## src/rtl/riscv_pkg.sv

```systemverilog
// riscv_pkg: shared opcodes, FSM states and datapath select encodings for the multicycle core
package riscv_pkg;
  localparam logic [6:0] OP_R    = 7'b0110011;
  localparam logic [6:0] OP_ADDI = 7'b0010011;
  localparam logic [6:0] OP_LW   = 7'b0000011;
  localparam logic [6:0] OP_SW   = 7'b0100011;
  localparam logic [6:0] OP_BEQ  = 7'b1100011;
  localparam logic [6:0] OP_JAL  = 7'b1101111;
  localparam logic [6:0] OP_LUI  = 7'b0110111;
  typedef enum logic [2:0] {
    S_FETCH  = 3'd0,
    S_DECODE = 3'd1,
    S_EXEC   = 3'd2,
    S_MEM    = 3'd3,
    S_WB     = 3'd4,
    S_TRAP   = 3'd5
  } state_t;
  localparam logic [1:0] ALU_ADD   = 2'b00;
  localparam logic [1:0] ALU_SUB   = 2'b01;
  localparam logic [1:0] ALU_FUNCT = 2'b10;
  localparam logic [1:0] A_PC      = 2'b00;
  localparam logic [1:0] A_OLDPC   = 2'b01;
  localparam logic [1:0] A_RS1     = 2'b10;
  localparam logic [1:0] B_RS2     = 2'b00;
  localparam logic [1:0] B_IMM     = 2'b01;
  localparam logic [1:0] B_FOUR    = 2'b10;
  localparam logic [1:0] WB_ALU    = 2'b00;
  localparam logic [1:0] WB_MEM    = 2'b01;
  localparam logic [1:0] WB_PC     = 2'b10;
  localparam logic [1:0] WB_IMM    = 2'b11;
  localparam logic       PC_ALU    = 1'b0;
  localparam logic       PC_ALUOUT = 1'b1;
  function automatic logic legal_op(input logic [6:0] op);
    return op inside {OP_R, OP_ADDI, OP_LW, OP_SW, OP_BEQ, OP_JAL, OP_LUI};
  endfunction
endpackage

```

## src/rtl/mem_wait_timer.sv

```systemverilog
// mem_wait_timer: counts cycles spent waiting on mem_ready and flags the last allowed one
module mem_wait_timer #(
  parameter int MEM_TIMEOUT = 16
) (
  input  logic clk,
  input  logic rst,
  input  logic active,
  input  logic ready,
  output logic expire
);
  localparam int W = MEM_TIMEOUT > 1 ? $clog2(MEM_TIMEOUT) : 1;
  logic [W-1:0] cnt;
  always_ff @(posedge clk)
    if (rst || !active || ready) cnt <= '0;
    else cnt <= cnt + W'(1);
  // expire fires during the final waiting cycle so a late mem_ready still wins
  assign expire = (MEM_TIMEOUT != 0) && active && !ready && (cnt == W'(MEM_TIMEOUT - 1));
endmodule

```

## src/rtl/multicycle_ctrl.sv

```systemverilog
// multicycle_ctrl: sequencing FSM driving the shared datapath of a multi-cycle RV32I subset
module multicycle_ctrl
  import riscv_pkg::*;
#(
  parameter int MEM_TIMEOUT = 16,
  parameter int CNT_W       = 32
) (
  input  logic             clk,
  input  logic             rst,
  input  logic [6:0]       opcode,
  input  logic             zero,
  input  logic             mem_ready,
  output logic             mem_req,
  output logic             mem_we,
  output logic             mem_sel,
  output logic             ir_write,
  output logic             pc_write,
  output logic             pc_src,
  output logic [1:0]       alu_src_a,
  output logic [1:0]       alu_src_b,
  output logic [1:0]       alu_op,
  output logic             reg_write,
  output logic [1:0]       wb_sel,
  output logic             trap,
  output logic [CNT_W-1:0] retired,
  output logic [2:0]       state_o
);
  state_t state, nxt;
  logic expire, retire, waiting;
  logic [CNT_W-1:0] cnt;
  assign waiting = state == S_FETCH || state == S_MEM;
  mem_wait_timer #(.MEM_TIMEOUT(MEM_TIMEOUT)) u_timer (
    .clk   (clk),
    .rst   (rst),
    .active(waiting),
    .ready (mem_ready),
    .expire(expire)
  );
  always_ff @(posedge clk)
    if (rst) begin
      state <= S_FETCH;
      cnt   <= '0;
    end else begin
      state <= nxt;
      cnt   <= cnt + CNT_W'(retire);
    end
  assign retired = rst ? '0 : cnt;
  assign state_o = rst ? 3'd0 : state;
  always_comb begin
    {mem_req, mem_we, mem_sel, ir_write, pc_write, pc_src} = '0;
    {alu_src_a, alu_src_b, alu_op, reg_write, wb_sel, trap} = '0;
    nxt    = state;
    retire = 1'b0;
    case (state)
      S_FETCH: begin
        mem_req   = 1'b1;
        alu_src_a = A_PC;
        alu_src_b = B_FOUR;
        alu_op    = ALU_ADD;
        ir_write  = mem_ready;
        pc_write  = mem_ready;
        pc_src    = PC_ALU;
        nxt       = mem_ready ? S_DECODE : expire ? S_TRAP : S_FETCH;
      end
      S_DECODE: begin
        alu_src_a = A_OLDPC;
        alu_src_b = B_IMM;
        alu_op    = ALU_ADD;
        nxt       = legal_op(opcode) ? S_EXEC : S_TRAP;
      end
      S_EXEC:
        case (opcode)
          OP_R: begin
            {alu_src_a, alu_src_b, alu_op} = {A_RS1, B_RS2, ALU_FUNCT};
            nxt = S_WB;
          end
          OP_ADDI: begin
            {alu_src_a, alu_src_b, alu_op} = {A_RS1, B_IMM, ALU_ADD};
            nxt = S_WB;
          end
          OP_LW, OP_SW: begin
            {alu_src_a, alu_src_b, alu_op} = {A_RS1, B_IMM, ALU_ADD};
            nxt = S_MEM;
          end
          OP_BEQ: begin
            {alu_src_a, alu_src_b, alu_op} = {A_RS1, B_RS2, ALU_SUB};
            pc_write = zero;
            pc_src   = PC_ALUOUT;
            retire   = 1'b1;
            nxt      = S_FETCH;
          end
          OP_JAL: begin
            reg_write = 1'b1;
            wb_sel    = WB_PC;
            pc_write  = 1'b1;
            pc_src    = PC_ALUOUT;
            retire    = 1'b1;
            nxt       = S_FETCH;
          end
          OP_LUI: begin
            reg_write = 1'b1;
            wb_sel    = WB_IMM;
            retire    = 1'b1;
            nxt       = S_FETCH;
          end
          default: nxt = S_TRAP;
        endcase
      S_MEM: begin
        mem_req = 1'b1;
        mem_sel = 1'b1;
        mem_we  = opcode == OP_SW;
        retire  = mem_ready && opcode == OP_SW;
        nxt     = mem_ready ? (opcode == OP_SW ? S_FETCH : S_WB) : expire ? S_TRAP : S_MEM;
      end
      S_WB: begin
        reg_write = 1'b1;
        wb_sel    = opcode == OP_LW ? WB_MEM : WB_ALU;
        retire    = 1'b1;
        nxt       = S_FETCH;
      end
      S_TRAP: trap = 1'b1;
      default: nxt = S_TRAP;
    endcase
    if (rst) begin
      {mem_req, mem_we, mem_sel, ir_write, pc_write, pc_src} = '0;
      {alu_src_a, alu_src_b, alu_op, reg_write, wb_sel, trap} = '0;
      retire = 1'b0;
    end
  end
endmodule

```

## config.mk

```make
export PLATFORM = sky130hd
export DESIGN_NAME = multicycle_ctrl
export DESIGN_NICKNAME = d
export VERILOG_FILES = /design/src/rtl/riscv_pkg.sv /design/src/rtl/mem_wait_timer.sv /design/src/rtl/multicycle_ctrl.sv
export SDC_FILE = /design/constraint.sdc
export NUM_CORES = 1
export LEC_CHECK = 0
export CAP_MARGIN = 20
export CORE_MARGIN = 2
export CORE_UTILIZATION = 45
export CTS_CLUSTER_DIAMETER = 120
export DETAILED_ROUTE_END_ITERATION = 7
export HOLD_SLACK_MARGIN = 0.02
export PLACE_DENSITY = 0.75
export SKIP_LAST_GASP = 1
export SLEW_MARGIN = 20
export SYNTH_ARGS = -nofsm -noshare
export SYNTH_HDL_FRONTEND = slang
export SYNTH_SLANG_ARGS = --single-unit
```

## constraint.sdc

```tcl
create_clock -name clk -period 5.66 [get_ports clk]
set_clock_uncertainty 0.1 [all_clocks]
set_input_delay 0.849 -clock clk [delete_from_list [all_inputs] [get_ports clk]]
set_output_delay 0.849 -clock clk [all_outputs]
set_load 0.005 [all_outputs]
```

==> run_results.csv <==
group,metric,value,unit
worst_setup_path,crit_type,"in2reg",
synthesis,synth-edff-count,0,
synthesis,synth_cell_types,48,
cells_and_area,syn_to_final_growth,31.4,%
place,io_buffers,61,
synthesis,seq_area_frac_synth,33.3,%
cells_and_area,final-seq-area,781,um2
floorplanning,initial_core_util,46.2,%
global_routing,grt_pass1_wl,8490,um
global_routing,overflow,0,
floorplanning,dieWidth,76.2,um
run_status,status,"finished, final reports clean",
clock_network,root_buffer,"clkbuf_8",
worst_setup_path,path_common_cell,"ha_1",
synthesis,synth_ff_type,"dfxtp_1",
cells_and_area,layout-drive-gt1-share,6.44,%
synthesis,syn_area_per_cell,7.69,um2
clock_network,cts.sinks,39,
synthesis,synth_cells,305,
clock_network,clock_latency,0.29,ns
synthesis,ys_async_sr_fraction,0,%
route,wl_per_cell,11.7,um
synthesis,ys_warn_count,0,
global_routing,gr-usage-all-layers,17.3,%
floorplanning,core_area,5070,um2
timing,slew_violations,0,
floorplanning,io_pins,62,
route,via_count,2198,
route,viasPerCell,5.15,
global_routing,antenna_found_initial,0,
timing,fin_crit_sh,79.3,%
cells_and_area,fin_util,60.7,%
route,drc,0,
global_routing,grt_use_met3,4.03,%
global_routing,use_met2,28.2,%
cells_and_area,nFillCells,478,
worst_setup_path,critical_path.top_delay_family,"simple AND/OR/NAND/NOR gates",
floorplanning,die_h,76.2,um
global_routing,grt_max_degree,73,
place,dp_hpwl,3600,um
cells_and_area,final_cell_mix,"60 x clkdlybuf4s50_1, 46 x nor2_1, 39 x dfxtp_1",
timing,setup_tns,0,ns
pwr,ir_worst_vdd,109,uV
clock_network,cts_buffers,5,
worst_setup_path,worstSetupStartpointType,"input port",
worst_setup_path,arrival,4.55,ns
timing,setup_viol,0,
cells_and_area,final_common_cell,"clkdlybuf4s50_1",
worst_setup_path,endpoint_kind,"flop",
timing,tightest_slew,0.631,ns
pwr,p_leak,1.04,nW
synthesis,syn_nets,319,
route,first_iter_violations,108,
clock_network,hold_buffers,0,
timing,fin_crit,4.49,ns
route,routed_wl,5010,um
clock_network,htree_num_levels,2,
timing,fmax,223,MHz
synthesis,ys_seq_elements,39,
timing,hold_violations,0,
clock_network,clkTransAtPathRegs,0.08,ns
timing,rsz0062_at_grt,"no",
clock_network,cts.repair.resized,0,
pwr,power.density,190,nW/um2
worst_setup_path,required,5.72,ns
route,dr.pass1.iters,4,
worst_setup_path,path_buf_inv,1,
hold_path,min_path_type,"reg2reg",
worst_setup_path,crit_chain,"clkdlybuf4s50_1 > or4b_1 > a31oi_1 > nand2_1 > a21o_1 > a21oi_1 > ha_1 > ha_1 > and3_1 > nand4_1 > nor4_1 > xnor2_1 > nor2_1",
global_routing,top_usage_layer,"met2",
worst_setup_path,crit_fanout,14,
job,cap_violations,0,
timing,slew_headroom,57.9,%
worst_setup_path,cp_slowest_cell,"clkdlybuf4s50_1",
place,gp_congestion,0.906,
synthesis,synth_area,2350,um2
worst_setup_path,critPathMaxStageDelay,0.72,ns
floorplanning,dieArea,5810,um2
clock_network,cts_tree,"done",
clock_network,cts_buffer_depth,2,
floorplanning,rows,26,
cells_and_area,multi_input_area,1450,um2
route,ant_nets,0,
global_routing,grtUsageMet1,22.8,%
cells_and_area,final_nets,370,
cells_and_area,n_antenna_cell,0,
clock_network,post_cts_buffers,0,
global_routing,first_global_vias,1936,
==> worst register-to-register path: stages (launching register included) <==
cell and delay, ns:
dfxtp_1 0.51, nor2b_1 0.25, nand2_1 0.08, a21o_1 0.18
a21oi_1 0.16, ha_1 0.23, ha_1 0.25, and3_1 0.17
nand4_1 0.50, nor4_1 0.51, xnor2_1 0.16, nor2_1 0.05
==> synth_stat cells (2+ instances only) <==
| master | count | area share (%) |
|---|---|---|
| nor2b_1 | 35 | 9.3 |
| xor2_1 | 6 | 2.2 |
| a31oi_1 | 3 | 0.80 |
| nor3_1 | 13 | 2.8 |
| clkbuf_1 | 9 | 1.4 |
| and2_1 | 3 | 0.80 |
| inv_1 | 9 | 1.4 |
| xnor2_1 | 20 | 7.5 |
| nor2_1 | 46 | 7.4 |
| a21o_1 | 2 | 0.64 |
| or3_1 | 5 | 1.3 |
| nand4_1 | 8 | 2.1 |
| dfxtp_1 | 39 | 33 |
| a21oi_1 | 9 | 1.9 |
| nor4_1 | 4 | 1.1 |
| mux2_2 | 2 | 0.96 |
| and4_1 | 5 | 1.9 |
| o21ai_0 | 9 | 1.9 |
| nand2b_1 | 4 | 1.1 |
| buf_1 | 2 | 0.32 |
| or2_2 | 2 | 0.53 |
| ha_1 | 3 | 1.6 |
| buf_2 | 5 | 1.1 |
| and3_1 | 4 | 1.1 |
| nand2_1 | 21 | 3.4 |
| nand3_1 | 15 | 3.2 |
==> per-stage QoR <==
stage	total power, mW	setup slack [ns]	hold WS, ns	instances	cell area [um2]
floorplan	0.324	2.07	0.318	305	2350
finish	0.584	1.17	0.359	427	3080
detailed placement	0.351	0.868	0.346	419	2960
global placement	0.351	0.968	0.334	419	2960
CTS	0.588	1.18	0.358	427	3080
global route	0.607	0.799	0.420	427	3080
==> final cells by class <==
type	count	share of cell area (%)
Multi-Input combinational cell	239	47.0
Clock buffer	6	2.68
Tap cell	70	2.84
Timing Repair Buffer	62	19.9
Sequential cell	39	25.3
Inverter	9	1.10
Clock inverter	2	1.14
==> worst paths after layout <==
| path | cells past startpoint | endpoint | from | slack [ns] |
|---|---|---|---|---|
| max | 13 | cnt[26] | opcode[6] | 1.17 |
| max reg2reg | 11 | cnt[26] | state[1] | 2.39 |
| min reg2reg | 1 | u_timer.cnt[0] | u_timer.cnt[0] | 0.36 |
| min | 1 | u_timer.cnt[0] | u_timer.cnt[0] | 0.36 |
==> report_power, final <==
| part | leakage (nW) | internal [mW] | total, mW | switching, mW |
|---|---|---|---|---|
| clock | 0.0612 | 0.143 | 0.239 | 0.0962 |
| sequential | 0.315 | 0.278 | 0.284 | 0.00603 |
| combinational | 0.661 | 0.0307 | 0.0617 | 0.0310 |
==> logic make-up (layout without fill, tap and decap cells) <==
logic type                 after synthesis  count (layout)  synth area share (%)
AOI/OAI and AO/OA                       31              31                  8.16
xor gates and xnor gates                26              26                  9.71
adders and majority gates                3               3                  1.60
buffers and inverters                   27              79                  4.96
DFF                                     39              39                  33.3
muxes                                    2               2                 0.960
and+or+nand+nor                        177             177                  41.3
==> sequential cells by signal (all words and copies together) (netlist names) <==
signal / cells
u_timer.cnt: 4
state: 3
cnt: 32
==> per-layer routing <==
layer | routed length (um) | vias to the layer above
met2 | 2290 | 54
met3 | 240 | 4
met5 | 0 | -
li1 | - | 1145
met4 | 62 | 0
met1 | 2420 | 995
Note: power is estimated with default switching activity, not from simulation.
